<file path="src/rtl/sti_dac_if.sv">
// sti_dac_if: bundles the stream-side and memory-side signals of sti_dac_pgen.
//   Producer side (master drives): load, pi_data, pi_length, pi_fill, pi_msb,
//     pi_low, pi_end.
//   Engine side (slave drives): busy, so_data, so_valid, oem_dataout, oem_addr,
//     oem_wr, oem_finish, dbg_state (current FSM state, for observation only).
// Handshake: a frame request is taken on a rising clock edge where load=1 and
//   busy=0; while busy=1 the load input is ignored. pi_end is taken only on an
//   edge where busy=0 and load=0.
interface sti_dac_if #(
  parameter int DW     = 16,
  parameter int BANKS  = 8,
  parameter int ADDR_W = 5
);
  logic              load;
  logic [DW-1:0]     pi_data;
  logic [1:0]        pi_length;
  logic              pi_fill;
  logic              pi_msb;
  logic              pi_low;
  logic              pi_end;
  logic              busy;
  logic              so_data;
  logic              so_valid;
  logic [7:0]        oem_dataout;
  logic [ADDR_W-1:0] oem_addr;
  logic [BANKS-1:0]  oem_wr;
  logic              oem_finish;
  logic [2:0]        dbg_state;

  modport master (
    output load, pi_data, pi_length, pi_fill, pi_msb, pi_low, pi_end,
    input  busy, so_data, so_valid, oem_dataout, oem_addr, oem_wr, oem_finish,
    input  dbg_state
  );

  modport slave (
    input  load, pi_data, pi_length, pi_fill, pi_msb, pi_low, pi_end,
    output busy, so_data, so_valid, oem_dataout, oem_addr, oem_wr, oem_finish,
    output dbg_state
  );
endinterface

</file>
<file path="src/rtl/sti_dac_pgen.sv">
// sti_dac_pgen: serial-transmit / data-arrange engine.
//   Latches one parallel word per accepted load and shifts out an N-bit frame
//   (N = (pi_length+1)*DW/2) on so_data/so_valid, one bit per cycle. The same
//   bit stream is packed into bytes (first bit sent -> bit 7) and each byte is
//   written to one of BANKS byte memories in a checkerboard pattern. After
//   pi_end the engine lets the last write drain and raises sticky oem_finish.
// Ports:
//   clk   - rising-edge clock
//   reset - synchronous, active-high
//   bus   - sti_dac_if.slave (stream inputs, serial/memory outputs, dbg_state)
// Optional feature: define STI_DAC_CLEAR_EN to clear all banks (write 0 to
//   every address of every bank) for 2**ADDR_W cycles after each reset.
module sti_dac_pgen #(
  parameter int DW      = 16,
  parameter int BANKS   = 8,
  parameter int ADDR_W  = 5,
  parameter int ROW_PIX = 16
) (
  input logic      clk,
  input logic      reset,
  sti_dac_if.slave bus
);
  localparam int NW     = $clog2(2 * DW + 1);
  localparam int TOT    = BANKS * (2 ** ADDR_W);
  localparam int KW     = $clog2(TOT);
  localparam int RP_LOG = $clog2(ROW_PIX);

  typedef enum logic [2:0] {
    S_CLEAR = 3'd0,
    S_IDLE  = 3'd1,
    S_SHIFT = 3'd2,
    S_FLUSH = 3'd3,
    S_DONE  = 3'd4
  } state_t;

`ifdef STI_DAC_CLEAR_EN
  localparam state_t RESET_STATE = S_CLEAR;
  logic [ADDR_W-1:0] clr_cnt;
`else
  localparam state_t RESET_STATE = S_IDLE;
`endif

  state_t          state;
  logic [2*DW-1:0] sr;        // remaining frame bits, next bit at the shift end
  logic            msb_q;
  logic [NW-1:0]   rem;       // bits still to send after the one on so_data
  logic [2:0]      bit_cnt;
  logic [7:0]      byte_sr;
  logic [KW-1:0]   k;

  // Frame build from the live inputs; only used on the accepting edge.
  logic [NW-1:0]   n_len;
  logic [DW/2-1:0] half;
  logic [2*DW-1:0] f;
  logic [2*DW-1:0] f_left;
  logic            first_bit;

  always_comb begin
    n_len = NW'((32'(bus.pi_length) + 32'd1) * (DW / 2));
    half  = bus.pi_low ? bus.pi_data[DW-1:DW/2] : bus.pi_data[DW/2-1:0];
    case (bus.pi_length)
      2'd0:    f = {{(DW + DW/2){1'b0}}, half};
      2'd1:    f = {{DW{1'b0}}, bus.pi_data};
      2'd2:    f = bus.pi_fill ? {{(DW/2){1'b0}}, bus.pi_data, {(DW/2){1'b0}}}
                               : {{DW{1'b0}}, bus.pi_data};
      default: f = bus.pi_fill ? {bus.pi_data, {DW{1'b0}}}
                               : {{DW{1'b0}}, bus.pi_data};
    endcase
    // Left-justify so MSB-first sending always reads the top bit.
    f_left    = f << (NW'(2 * DW) - n_len);
    first_bit = bus.pi_msb ? f_left[2*DW-1] : f[0];
  end

  // Byte and bank mapping for the byte index k.
  logic [7:0]       byte_nx;
  logic             sel;
  logic [KW-1:0]    pair_v;
  logic [KW:0]      bank_idx;
  logic [BANKS-1:0] wr_vec;

  always_comb begin
    byte_nx  = {byte_sr[6:0], bus.so_data};
    sel      = k[0] ^ k[RP_LOG];           // column parity xor row parity
    pair_v   = k >> (ADDR_W + 1);
    bank_idx = {pair_v, 1'b0} + {{KW{1'b0}}, sel};
    wr_vec   = BANKS'(1) << bank_idx;
  end

  assign bus.dbg_state = state;

  always_ff @(posedge clk) begin
    if (reset) begin
      state           <= RESET_STATE;
      bus.busy        <= 1'b0;
      bus.so_data     <= 1'b0;
      bus.so_valid    <= 1'b0;
      bus.oem_dataout <= '0;
      bus.oem_addr    <= '0;
      bus.oem_wr      <= '0;
      bus.oem_finish  <= 1'b0;
      sr              <= '0;
      msb_q           <= 1'b0;
      rem             <= '0;
      bit_cnt         <= '0;
      byte_sr         <= '0;
      k               <= '0;
`ifdef STI_DAC_CLEAR_EN
      clr_cnt         <= '0;
`endif
    end else begin
      bus.oem_wr <= '0;
      case (state)
`ifdef STI_DAC_CLEAR_EN
        S_CLEAR: begin
          bus.busy        <= 1'b1;
          bus.oem_wr      <= '1;
          bus.oem_dataout <= '0;
          bus.oem_addr    <= clr_cnt;
          clr_cnt         <= clr_cnt + 1'b1;
          if (clr_cnt == '1) state <= S_IDLE;
        end
`endif
        S_IDLE: begin
          bus.busy <= 1'b0;
          // busy is still 1 for one cycle after CLEAR; nothing is taken then.
          if (bus.load && !bus.busy) begin
            state        <= S_SHIFT;
            bus.busy     <= 1'b1;
            bus.so_valid <= 1'b1;
            bus.so_data  <= first_bit;
            msb_q        <= bus.pi_msb;
            sr           <= bus.pi_msb ? (f_left << 1) : (f >> 1);
            rem          <= n_len - 1'b1;
            bit_cnt      <= '0;
          end else if (bus.pi_end && !bus.busy) begin
            state <= S_FLUSH;
          end
        end
        S_SHIFT: begin
          byte_sr <= byte_nx;
          bit_cnt <= bit_cnt + 1'b1;
          if (bit_cnt == 3'd7) begin
            bus.oem_wr      <= wr_vec;
            bus.oem_dataout <= byte_nx;
            bus.oem_addr    <= k[ADDR_W:1];
            k               <= (k == KW'(TOT - 1)) ? '0 : k + 1'b1;
          end
          if (rem == '0) begin
            state        <= S_IDLE;
            bus.busy     <= 1'b0;
            bus.so_valid <= 1'b0;
            bus.so_data  <= 1'b0;
          end else begin
            bus.so_data <= msb_q ? sr[2*DW-1] : sr[0];
            sr          <= msb_q ? (sr << 1) : (sr >> 1);
            rem         <= rem - 1'b1;
          end
        end
        S_FLUSH: begin
          // Writes only leave SHIFT; wait until the last pulse is gone.
          if (bus.oem_wr == '0) begin
            bus.oem_finish <= 1'b1;
            state          <= S_DONE;
          end
        end
        S_DONE: begin
          bus.oem_finish <= 1'b1;
        end
        default: state <= S_IDLE;
      endcase
    end
  end
endmodule

</file>
<file path="src/flat_wrapper.sv">
// flat-port wrapper written by rule: the top's interface ports become plain ports
module sti_dac_pgen_flat 
#(
  parameter int DW      = 16,
  parameter int BANKS   = 8,
  parameter int ADDR_W  = 5,
  parameter int ROW_PIX = 16
)
  (clk, reset, bus_load, bus_pi_data, bus_pi_length, bus_pi_fill, bus_pi_msb, bus_pi_low, bus_pi_end, bus_busy, bus_so_data, bus_so_valid, bus_oem_dataout, bus_oem_addr, bus_oem_wr, bus_oem_finish, bus_dbg_state);
  sti_dac_if #(.DW(DW), .BANKS(BANKS), .ADDR_W(ADDR_W)) bus_i ();
  input logic clk;
  input logic reset;
  input wire logic [$bits(bus_i.load)-1:0] bus_load;
  input wire logic [$bits(bus_i.pi_data)-1:0] bus_pi_data;
  input wire logic [$bits(bus_i.pi_length)-1:0] bus_pi_length;
  input wire logic [$bits(bus_i.pi_fill)-1:0] bus_pi_fill;
  input wire logic [$bits(bus_i.pi_msb)-1:0] bus_pi_msb;
  input wire logic [$bits(bus_i.pi_low)-1:0] bus_pi_low;
  input wire logic [$bits(bus_i.pi_end)-1:0] bus_pi_end;
  output wire logic [$bits(bus_i.busy)-1:0] bus_busy;
  output wire logic [$bits(bus_i.so_data)-1:0] bus_so_data;
  output wire logic [$bits(bus_i.so_valid)-1:0] bus_so_valid;
  output wire logic [$bits(bus_i.oem_dataout)-1:0] bus_oem_dataout;
  output wire logic [$bits(bus_i.oem_addr)-1:0] bus_oem_addr;
  output wire logic [$bits(bus_i.oem_wr)-1:0] bus_oem_wr;
  output wire logic [$bits(bus_i.oem_finish)-1:0] bus_oem_finish;
  output wire logic [$bits(bus_i.dbg_state)-1:0] bus_dbg_state;
  assign bus_i.load = bus_load;
  assign bus_i.pi_data = bus_pi_data;
  assign bus_i.pi_length = bus_pi_length;
  assign bus_i.pi_fill = bus_pi_fill;
  assign bus_i.pi_msb = bus_pi_msb;
  assign bus_i.pi_low = bus_pi_low;
  assign bus_i.pi_end = bus_pi_end;
  assign bus_busy = bus_i.busy;
  assign bus_so_data = bus_i.so_data;
  assign bus_so_valid = bus_i.so_valid;
  assign bus_oem_dataout = bus_i.oem_dataout;
  assign bus_oem_addr = bus_i.oem_addr;
  assign bus_oem_wr = bus_i.oem_wr;
  assign bus_oem_finish = bus_i.oem_finish;
  assign bus_dbg_state = bus_i.dbg_state;
  sti_dac_pgen #(.DW(DW), .BANKS(BANKS), .ADDR_W(ADDR_W), .ROW_PIX(ROW_PIX)) u_core (.clk(clk), .reset(reset), .bus(bus_i));
endmodule
</file>
<file path="config.mk">
export PLATFORM = sky130hd
export DESIGN_NAME = sti_dac_pgen_flat
export DESIGN_NICKNAME = d
export VERILOG_FILES = /design/src/rtl/sti_dac_if.sv /design/src/rtl/sti_dac_pgen.sv /design/src/flat_wrapper.sv
export SDC_FILE = /design/constraint.sdc
export NUM_CORES = 1
export LEC_CHECK = 0
export CAP_MARGIN = 30
export CORE_MARGIN = 5
export CORE_UTILIZATION = 49
export CTS_BUF_LIST = sky130_fd_sc_hd__clkbuf_8
export DETAILED_ROUTE_END_ITERATION = 8
export GPL_TIMING_DRIVEN = 1
export PLACE_DENSITY_LB_ADDON = 0.2
export SETUP_SLACK_MARGIN = 0.3
export SYNTH_ARGS = -nofsm -noshare
export SYNTH_HDL_FRONTEND = slang
export SYNTH_SLANG_ARGS = --single-unit
</file>
<file path="constraint.sdc">
create_clock -name clk -period 3.8 [get_ports clk]
set_input_delay 0.57 -clock clk [delete_from_list [all_inputs] [get_ports clk]]
set_output_delay 0.57 -clock clk [all_outputs]
set_load 0.005 [all_outputs]
</file>
==> results of run 1 <==
-- critical path: stages --
cell and delay, ps:
clkdlybuf4s50_1 470, inv_1 160, ha_1 250, and2_0 590, a32oi_1 330, o21ai_0 310
buf_4 150, o21ai_0 70, a211oi_1 220
-- layout make-up --
type	instances	area, sq um	area share
multi-input cells	519	3230	0.542
well taps	136	170	0.0285
repair buffers	68	636	0.107
flip-flops and latches	85	1700	0.285
clock inverters	6	71.3	0.0120
clock buffers	9	124	0.0208
inverters	8	30.0	0.00504
-- cells in the final DEF (no fill, tap or decap), types with 3 or more instances in the layout --
cell             Yosys  routed
a211o_1              4       4
a211oi_1            25      25
a21o_1               5       5
a21oi_1             71      71
a221oi_1            15      15
a22oi_1              6       6
a311oi_1             3       3
a31oi_1             10      10
a32oi_1             17      17
and2_1               4       4
buf_4                2      16
clkbuf_8             0       9
clkdlybuf4s50_1      0      51
dfxtp_1             85      85
ha_1                 9       9
inv_1                6       6
mux2_2              22      22
mux2i_1              9       9
nand2_1             84      84
nand2b_1             5       5
nand3_1             37      37
nor2_1              53      53
nor2b_1             15      15
nor3_1              15      15
o211ai_1             3       3
o21ai_0             38      38
o221ai_1             6       6
o22ai_1              9       9
or3_1                4       4
xor2_1               5       5
-- how the worst max path moves through the flow --
stage	cells after the start	slack, ps	from	to
global placement	7	600	bus_pi_length[0]	u_core.bus.so_data
detailed placement	9	640	bus_pi_length[0]	u_core.sr[19]
floorplan	9	1270	bus_pi_length[0]	u_core.bus.so_data
finish	9	960	bus_pi_length[0]	u_core.sr[19]
global route	9	770	bus_pi_length[0]	u_core.sr[19]
CTS	9	1030	bus_pi_length[0]	u_core.sr[19]
-- power by group through the flow --
| stage | sequential [mW] | clock, mW | combinational (mW) |
|---|---|---|---|
| finish | 1.30 | 0.661 | 1.42 |
| global route | 1.33 | 0.712 | 1.54 |
| CTS | 1.30 | 0.676 | 1.39 |
| floorplan | 1.23 | 0 | 1.07 |
| detailed placement | 1.32 | 0 | 1.39 |
| global placement | 1.31 | 0 | 1.37 |
-- registers in the layout, summed over array words and instances, names as in the netlist, 3 cells and up --
signal,count
u_core.bit_cnt,3
u_core.k,8
u_core.byte_sr,7
u_core.bus.oem_addr,5
u_core.bus.dbg_state,3
u_core.rem,6
u_core.bus.oem_wr,8
u_core.sr,32
u_core.bus.oem_dataout,8
-- per-layer routing --
metal  wire, microns  share of wire  global-route usage  vias to the layer above
li1                -              -                   -                     2517
met1            7650           0.44               0.395                     2592
met2            7680           0.44               0.404                      301
met3            1730           0.10              0.0583                       29
met4             309          0.018              0.0761                        0
met5               0              0                   0                        -
-- synth_stat cells (3+ instances only) --
master / count
o21ai_0: 38
a311oi_1: 3
a32oi_1: 17
nor3_1: 15
o211ai_1: 3
and2_1: 4
inv_1: 6
a21o_1: 5
nor2b_1: 15
or3_1: 4
mux2_2: 22
nand2b_1: 5
nand3_1: 37
clkbuf_1: 28
a21oi_1: 71
buf_1: 6
nor2_1: 53
a31oi_1: 10
a211oi_1: 25
nand2_1: 84
mux2i_1: 9
a211o_1: 4
xor2_1: 5
buf_2: 13
a22oi_1: 6
a221oi_1: 15
dfxtp_1: 85
o221ai_1: 6
ha_1: 9
o22ai_1: 9
-- cells by family (layout without fill, tap and decap cells) --
family / count (synthesis) / after routing / synth area share
adder cells (fa/ha/maj): 9 / 9 / 0.0217
XOR/XNOR: 7 / 7 / 0.0118
AO/OA/AOI/OAI: 231 / 231 / 0.298
flip-flops: 85 / 85 / 0.328
multiplexers: 31 / 31 / 0.0652
AND/OR/NAND/NOR: 241 / 241 / 0.223
buffers and inverters: 60 / 91 / 0.0512
==> impl_results.rst, run 1 <==
.. list-table::
   :header-rows: 1

   * - Metric
     - Value
   * - Drt total wl
     - about 17000 microns
   * - Most frequently used flop master after synthesis
     - dfxtp_1
   * - Final setup fails
     - 0
   * - Kind of start point of the critical path
     - input pin
   * - Post-CTS Repair Setup Buffers
     - 0
   * - Pins Over Slew Limit
     - 0
   * - Die area
     - approximately 0.013 sq mm
   * - Root Buffer Master
     - clkbuf_8
   * - Buffer depth of the longest clock path
     - 2
   * - Placer Congestion
     - 1.04
   * - Horizontal die dimension
     - 113 microns
   * - Cell area reported after detailed placement
     - 0.00577 sq mm
   * - Hold Worst Slack
     - between 400 and 500 ps
   * - 1st-iter DRT viols
     - 764
   * - Synth area leaders
     - dfxtp_1 33%, a21oi_1 6.9%, nand2_1 6.1%, mux2_2 4.8%, nor2_1 3.8%
   * - Period utilisation layout
     - 0.747
   * - Number of nets at the end of the flow
     - 725
   * - Post-Route Setup TNS
     - 0 ps
   * - Number of buffers inserted for hold repair after clock tree synthesis
     - 0
   * - Detailed-route wire length per cell
     - 20.9 microns
   * - Antenna violations before repair
     - 0
   * - Post-synth design cell area
     - 0.00518 sq mm
   * - R2r endpoint
     - u_core.sr[24]
   * - Clk_skew
     - about 8.6 ps
   * - Initial core utilization
     - 0.502
   * - Gates resized, CTS repair
     - 0
   * - Total routing resource utilization after global routing
     - 0.271
   * - Non-filler instance count after layout
     - between 800 and 900
   * - Max-capacitance violation count
     - 0
   * - #FFs+latches synth
     - 85
   * - Maximum clock frequency
     - about 350 MHz
   * - Count of unique library cells instantiated by Yosys
     - 70
   * - Setup repair after global routing missed its margin
     - no
   * - Total instance count after detailed placement
     - 816
   * - Proportion of power drawn by combinational gates
     - 0.419
   * - Switching power total
     - 1.37 mW
   * - Minimum period implied by the final worst setup slack
     - 2840 ps
   * - Final Total Pwr
     - 3.38 mW
   * - Core outline area
     - 0.0103 sq mm
   * - Vias in the first global route
     - 4911
   * - Fraction of registers with async set/reset
     - 0
   * - Yosys warns
     - 0
   * - Clock sink total
     - 85
   * - Overall via count from detail_route
     - 5439
   * - DRC Markers
     - 0
   * - Die span in y
     - about 110 microns
   * - Number of synthesized flops with an enable pin
     - 0
   * - Count of H-tree levels built during CTS
     - 3
   * - Required time at the endpoint of the critical path
     - 4090 ps
   * - Diode count
     - 0
   * - Slew of the pin with the lowest slew margin
     - 871 ps
   * - Min-Delay Endpoint
     - u_core.bus.oem_dataout[7]
   * - Register clock-pin slew on the reported worst setup and hold paths
     - about 90 ps
   * - Number of hold-slack violations in the final timing report
     - 0
   * - Sequential fraction of the synthesis area
     - 0.328
   * - Outcome
     - finished clean
   * - Post-DR vias/cell
     - 6.55
   * - Register-to-Register Setup Slack
     - 1070 ps
   * - Top fanout value on the critical path
     - 14
   * - First-pass iteration count of the detailed router
     - 5
   * - Type of the setup path with the least slack
     - input pin to flop
   * - Source-to-sink clock delay at the later pin of the worst-skew pair
     - about 380 ps
   * - Fraction of power consumed by the clock network
     - 0.195
   * - Average footprint of a synthesized cell
     - 7.80 sq um
   * - Power per Cell Area
     - 567 mW/mm^2
   * - Largest net degree at the start of global routing
     - 84
   * - TritonCTS clock tree
     - yes
   * - Proportion of power drawn by flip-flops and latches
     - 0.386
   * - Total gr overflow
     - 0
   * - Maximum vdd ir drop
     - 0.392 mV
   * - Ratio of cells with drive above 1 in the final layout
     - 0.0950
   * - Final setup slack of the worst path
     - 960 ps
   * - Data arrival time of the worst path
     - 3130 ps
   * - Design area
     - 0.00596 sq mm
   * - Reg-to-reg critical path startpoint
     - u_core.bus.dbg_state[2]
   * - Input/output buffers
     - 52
   * - Dominant cell type by area after synthesis
     - dfxtp_1
   * - Count of cells along the worst register-to-register path
     - 5
   * - Synthesized Nets
     - 698
   * - Area growth from synthesis to final layout
     - 15.1%
   * - Layout filler cell count
     - approximately 960
   * - Hold_sp
     - u_core.byte_sr[6]
   * - Number of top-level pins
     - 53
   * - Internal portion of total power
     - 2.01 mW
   * - Top cell type's share of synthesized area
     - 0.328
   * - # rows
     - 37
   * - Total clock buffers created by CTS
     - 9
   * - Number of cells on the worst hold path
     - 2
   * - Wire length of the first global-routing pass
     - 27500 microns
   * - Lkg Pwr
     - approximately 2 nW
   * - Slew margin rel.
     - 0.420
   * - Gate count of the mapped netlist
     - 664
   * - Fraction of power spent switching nets
     - 0.406
   * - Final ANT Viol Nets
     - 0
   * - Tightest Hold Check Type
     - flop to flop
   * - Setup WS pre-CTS
     - between 600 and 700 ps
   * - Category of the worst setup path capture point
     - flop
   * - Half-perimeter wire length after detailed placement
     - between 10000 and 15000 microns
   * - End-of-flow core utilization
     - 0.578
(Power assumes the default switching activity.)
==> inputs of run 2 (changes only) <==
==> constraint.sdc (replaced) <==
create_clock -name clk -period 2.5 [get_ports clk]
set_input_delay 0.375 -clock clk [delete_from_list [all_inputs] [get_ports clk]]
set_output_delay 0.375 -clock clk [all_outputs]
set_load 0.005 [all_outputs]
==> run 2 against run 1 <==
Against the previous run: worst hold slack gained 4.1 ps; critical path depth shrank 1; non-clock buffer count rose by 54; first-iteration DRC count is 15% lower; clock-buffer cell count unchanged; sequential share of layout area shrank 2.6 points; sequential power is 51% higher; power up 53%; global-route usage up 0.52 points; flip-flop and latch count unchanged; final cell count increased by 6.6%; critical path type unchanged.
==> impl_results.rst, run 2 (synthesized netlist as in run 1, its figures left out) <==
.. list-table::
   :header-rows: 1

   * - Metric
     - Value
   * - Outcome
     - finished clean
   * - Setup repair after global routing missed its margin
     - yes
   * - Period utilisation layout
     - 0.876
   * - Register-to-Register Setup Slack
     - 430 ps (-640 ps)
   * - Initial core utilization
     - 0.502 (unchanged)
   * - Highest-count cells in the layout ignoring fill and taps
     - 84 x dfxtp_1, 83 x nand2_1, 70 x a21oi_1
   * - Wire length of the first global-routing pass
     - 28200 microns (+2.3%)
   * - Slew margin rel.
     - 0.589 (+0.170)
   * - Reg-to-reg critical path startpoint
     - u_core.bus.dbg_state[2]
   * - DRC Markers
     - 0 (unchanged)
   * - Max-capacitance violation count
     - 0 (unchanged)
   * - Category of the worst setup path capture point
     - flop
   * - Die area
     - 0.0127 sq mm (unchanged)
   * - Kind of start point of the critical path
     - input pin
   * - Drt total wl
     - 17800 microns (+2.5%)
   * - Count of cells along the worst register-to-register path
     - 5 (unchanged)
   * - Total clock buffers created by CTS
     - 9 (unchanged)
   * - Number of nets at the end of the flow
     - 779 (+7.4%)
   * - Overall via count from detail_route
     - 5537 (+1.8%)
   * - Diode count
     - 0 (unchanged)
   * - Vias in the first global route
     - 5054 (+2.9%)
   * - Flip-flop count of the largest register, all copies and words added
     - 32 (unchanged)
   * - Number of buffers inserted for hold repair after clock tree synthesis
     - 0 (unchanged)
   * - Cell area reported after detailed placement
     - 0.00621 sq mm (+7.7%)
   * - Total gr overflow
     - 0 (unchanged)
   * - Largest net degree at the start of global routing
     - 56 (-33%)
   * - Most common library cell in the layout ignoring fill and taps
     - dfxtp_1
   * - Horizontal die dimension
     - 113 microns (unchanged)
   * - End-of-flow core utilization
     - 0.636 (+0.0581)
   * - Met1 global-route usage
     - 0.418 (+0.0228)
   * - Register with the highest flop count
     - u_core.sr
   * - Placer Congestion
     - 0.971 (-6.9%)
   * - Clock sink total
     - 85 (unchanged)
   * - Maximum vdd ir drop
     - 0.469 mV (+20%)
   * - # rows
     - 37 (unchanged)
   * - Power per Cell Area
     - 791 mW/mm^2 (+39%)
   * - Type of the setup path with the least slack
     - input pin to flop
   * - Post-Route Setup TNS
     - 0 ps (unchanged)
   * - Hold Worst Slack
     - 458 ps (+4.12 ps)
   * - Root Buffer Master
     - clkbuf_8
   * - Design area
     - 0.00656 sq mm (+10%)
   * - Buffer depth of the longest clock path
     - 2 (unchanged)
   * - Half-perimeter wire length after detailed placement
     - 13300 microns (+5.2%)
   * - 1st-iter DRT viols
     - 653 (-15%)
   * - Tightest Hold Check Type
     - flop to flop
   * - R2r endpoint
     - u_core.sr[24]
   * - Total routing resource utilization after global routing
     - 0.276 (+0.00519)
   * - Data arrival time of the worst path
     - 2430 ps (-700 ps)
   * - Required time at the endpoint of the critical path
     - 2740 ps (-1350 ps)
   * - Crit path launch
     - bus_pi_length[0]
   * - Number of hold-slack violations in the final timing report
     - 0 (unchanged)
   * - Detailed-route wire length per cell
     - 20.1 microns (-3.9%)
   * - Post-DR vias/cell
     - 6.25 (-4.5%)
   * - Count of H-tree levels built during CTS
     - 3 (unchanged)
   * - Final setup fails
     - 0 (unchanged)
   * - Area growth from synthesis to final layout
     - 26.6%
   * - Top fanout value on the critical path
     - 7 (-7)
   * - Die span in y
     - 113 microns (unchanged)
   * - Maximum clock frequency
     - between 400 and 500 MHz
   * - Met2 track demand over resource
     - 0.389 (-0.0142)
   * - Core outline area
     - 0.0103 sq mm (unchanged)
   * - Register clock-pin slew on the reported worst setup and hold paths
     - 100 ps (about the same)
   * - Ratio of cells with drive above 1 in the final layout
     - 0.199 (+0.104)
   * - Pins Over Slew Limit
     - 0 (unchanged)
   * - TritonCTS clock tree
     - yes
   * - Critical path endpoint
     - u_core.sr[6]
   * - Slew of the pin with the lowest slew margin
     - 616 ps (-255 ps)
   * - First-pass iteration count of the detailed router
     - 5 (unchanged)
   * - Source-to-sink clock delay at the later pin of the worst-skew pair
     - 370 ps (about the same)
   * - Clk_skew
     - 14.7 ps (+6.08 ps)
   * - Number of top-level pins
     - 53 (unchanged)
   * - Input/output buffers
     - 52 (unchanged)
   * - Lkg Pwr
     - 2.35 nW (+15%)
   * - Final ANT Viol Nets
     - 0 (unchanged)
   * - Antenna violations before repair
     - 0 (unchanged)
   * - Busiest layer in global routing
     - met1
   * - Routing usage on met3
     - 0.0647 (+0.00642)
   * - Minimum period implied by the final worst setup slack
     - around 2200 ps
run 2: cell count changes in the layout (fill, tap and decap cells not counted), moves of 3 or more:
cell | previous run | this run
buf_4 | 16 | 66
a32oi_2 | 0 | 7
buf_12 | 0 | 3
a32oi_1 | 17 | 8
o21ai_0 | 38 | 31
a221oi_1 | 15 | 11
a221oi_2 | 0 | 4
o21ai_1 | 1 | 8
run 2: what timing repair did:
item | in CTS | in global routing
buffers inserted | 0 | 0
endpoints found under the setup margin | 8 | 35
hold endpoints to repair | 0 | 0
resized for setup | 7 | 34
pin swaps | 0 | 1
run 2: metal layers:
| metal | routed length (microns) | share of wire |
|---|---|---|
| met5 | 0 | 0 |
| met4 | 286 | 0.016 |
| met3 | 1760 | 0.099 |
| met2 | 7510 | 0.42 |
| met1 | 8250 | 0.46 |
run 2: critical path, cell delays in order:
cell             delay (ps)
clkdlybuf4s50_1         470
buf_4                   110
ha_2                    240
and3b_2                 290
a32oi_1                 330
nand2_1                 170
a221oi_1                320
a211oi_1                120
run 2: how the worst min path moves through the flow:
stage                     cells after the start                      start                        end
after floorplan                               2          u_core.byte_sr[6]  u_core.bus.oem_dataout[7]
after global placement                        2     u_core.bus.oem_addr[4]     u_core.bus.oem_addr[4]
after detailed placement                      2          u_core.byte_sr[6]          u_core.byte_sr[6]
after CTS                                     2          u_core.byte_sr[6]          u_core.byte_sr[6]
after global routing                          2  u_core.bus.oem_dataout[3]  u_core.bus.oem_dataout[3]
final                                         2     u_core.bus.oem_addr[3]     u_core.bus.oem_addr[3]
run 2: through the flow:
step | power [mW] | worst slack [ps] | cells
after CTS | 5.11 | 295 | 886
after global placement | 4.15 | -207 | 870
final | 5.19 | 310 | 886
after detailed placement | 4.21 | -186 | 870
after floorplan | 3.50 | 300 | 664
after global routing | 5.50 | 248 | 886
run 2: where the power goes:
part,switching [mW],internal (mW)
registers,0.307,1.66
logic,1.28,1.05
clock network,0.538,0.364
total,2.12,3.07
run 2: cell type report:
type | count | area (sq um)
flip-flops and latches | 85 | 1700
inverters | 8 | 33.8
multi-input cells | 519 | 3400
well taps | 136 | 170
clock buffers | 9 | 124
clock inverters | 7 | 50.0
repair buffers | 122 | 1080
fillers | 896 | 3760
==> inputs of run 3 (changes only) <==
--- a/config.mk
+++ b/config.mk
@@ -11,8 +11,10 @@
 export CTS_BUF_LIST = sky130_fd_sc_hd__clkbuf_8
 export DETAILED_ROUTE_END_ITERATION = 8
 export GPL_TIMING_DRIVEN = 1
+export HOLD_SLACK_MARGIN = 0.06
 export PLACE_DENSITY_LB_ADDON = 0.2
 export SETUP_SLACK_MARGIN = 0.3
+export SKIP_LAST_GASP = 1
 export SYNTH_ARGS = -nofsm -noshare
 export SYNTH_HDL_FRONTEND = slang
 export SYNTH_SLANG_ARGS = --single-unit
==> results of run 3 <==
No change in the layout: final DEF, timing and power equal those of run 2.
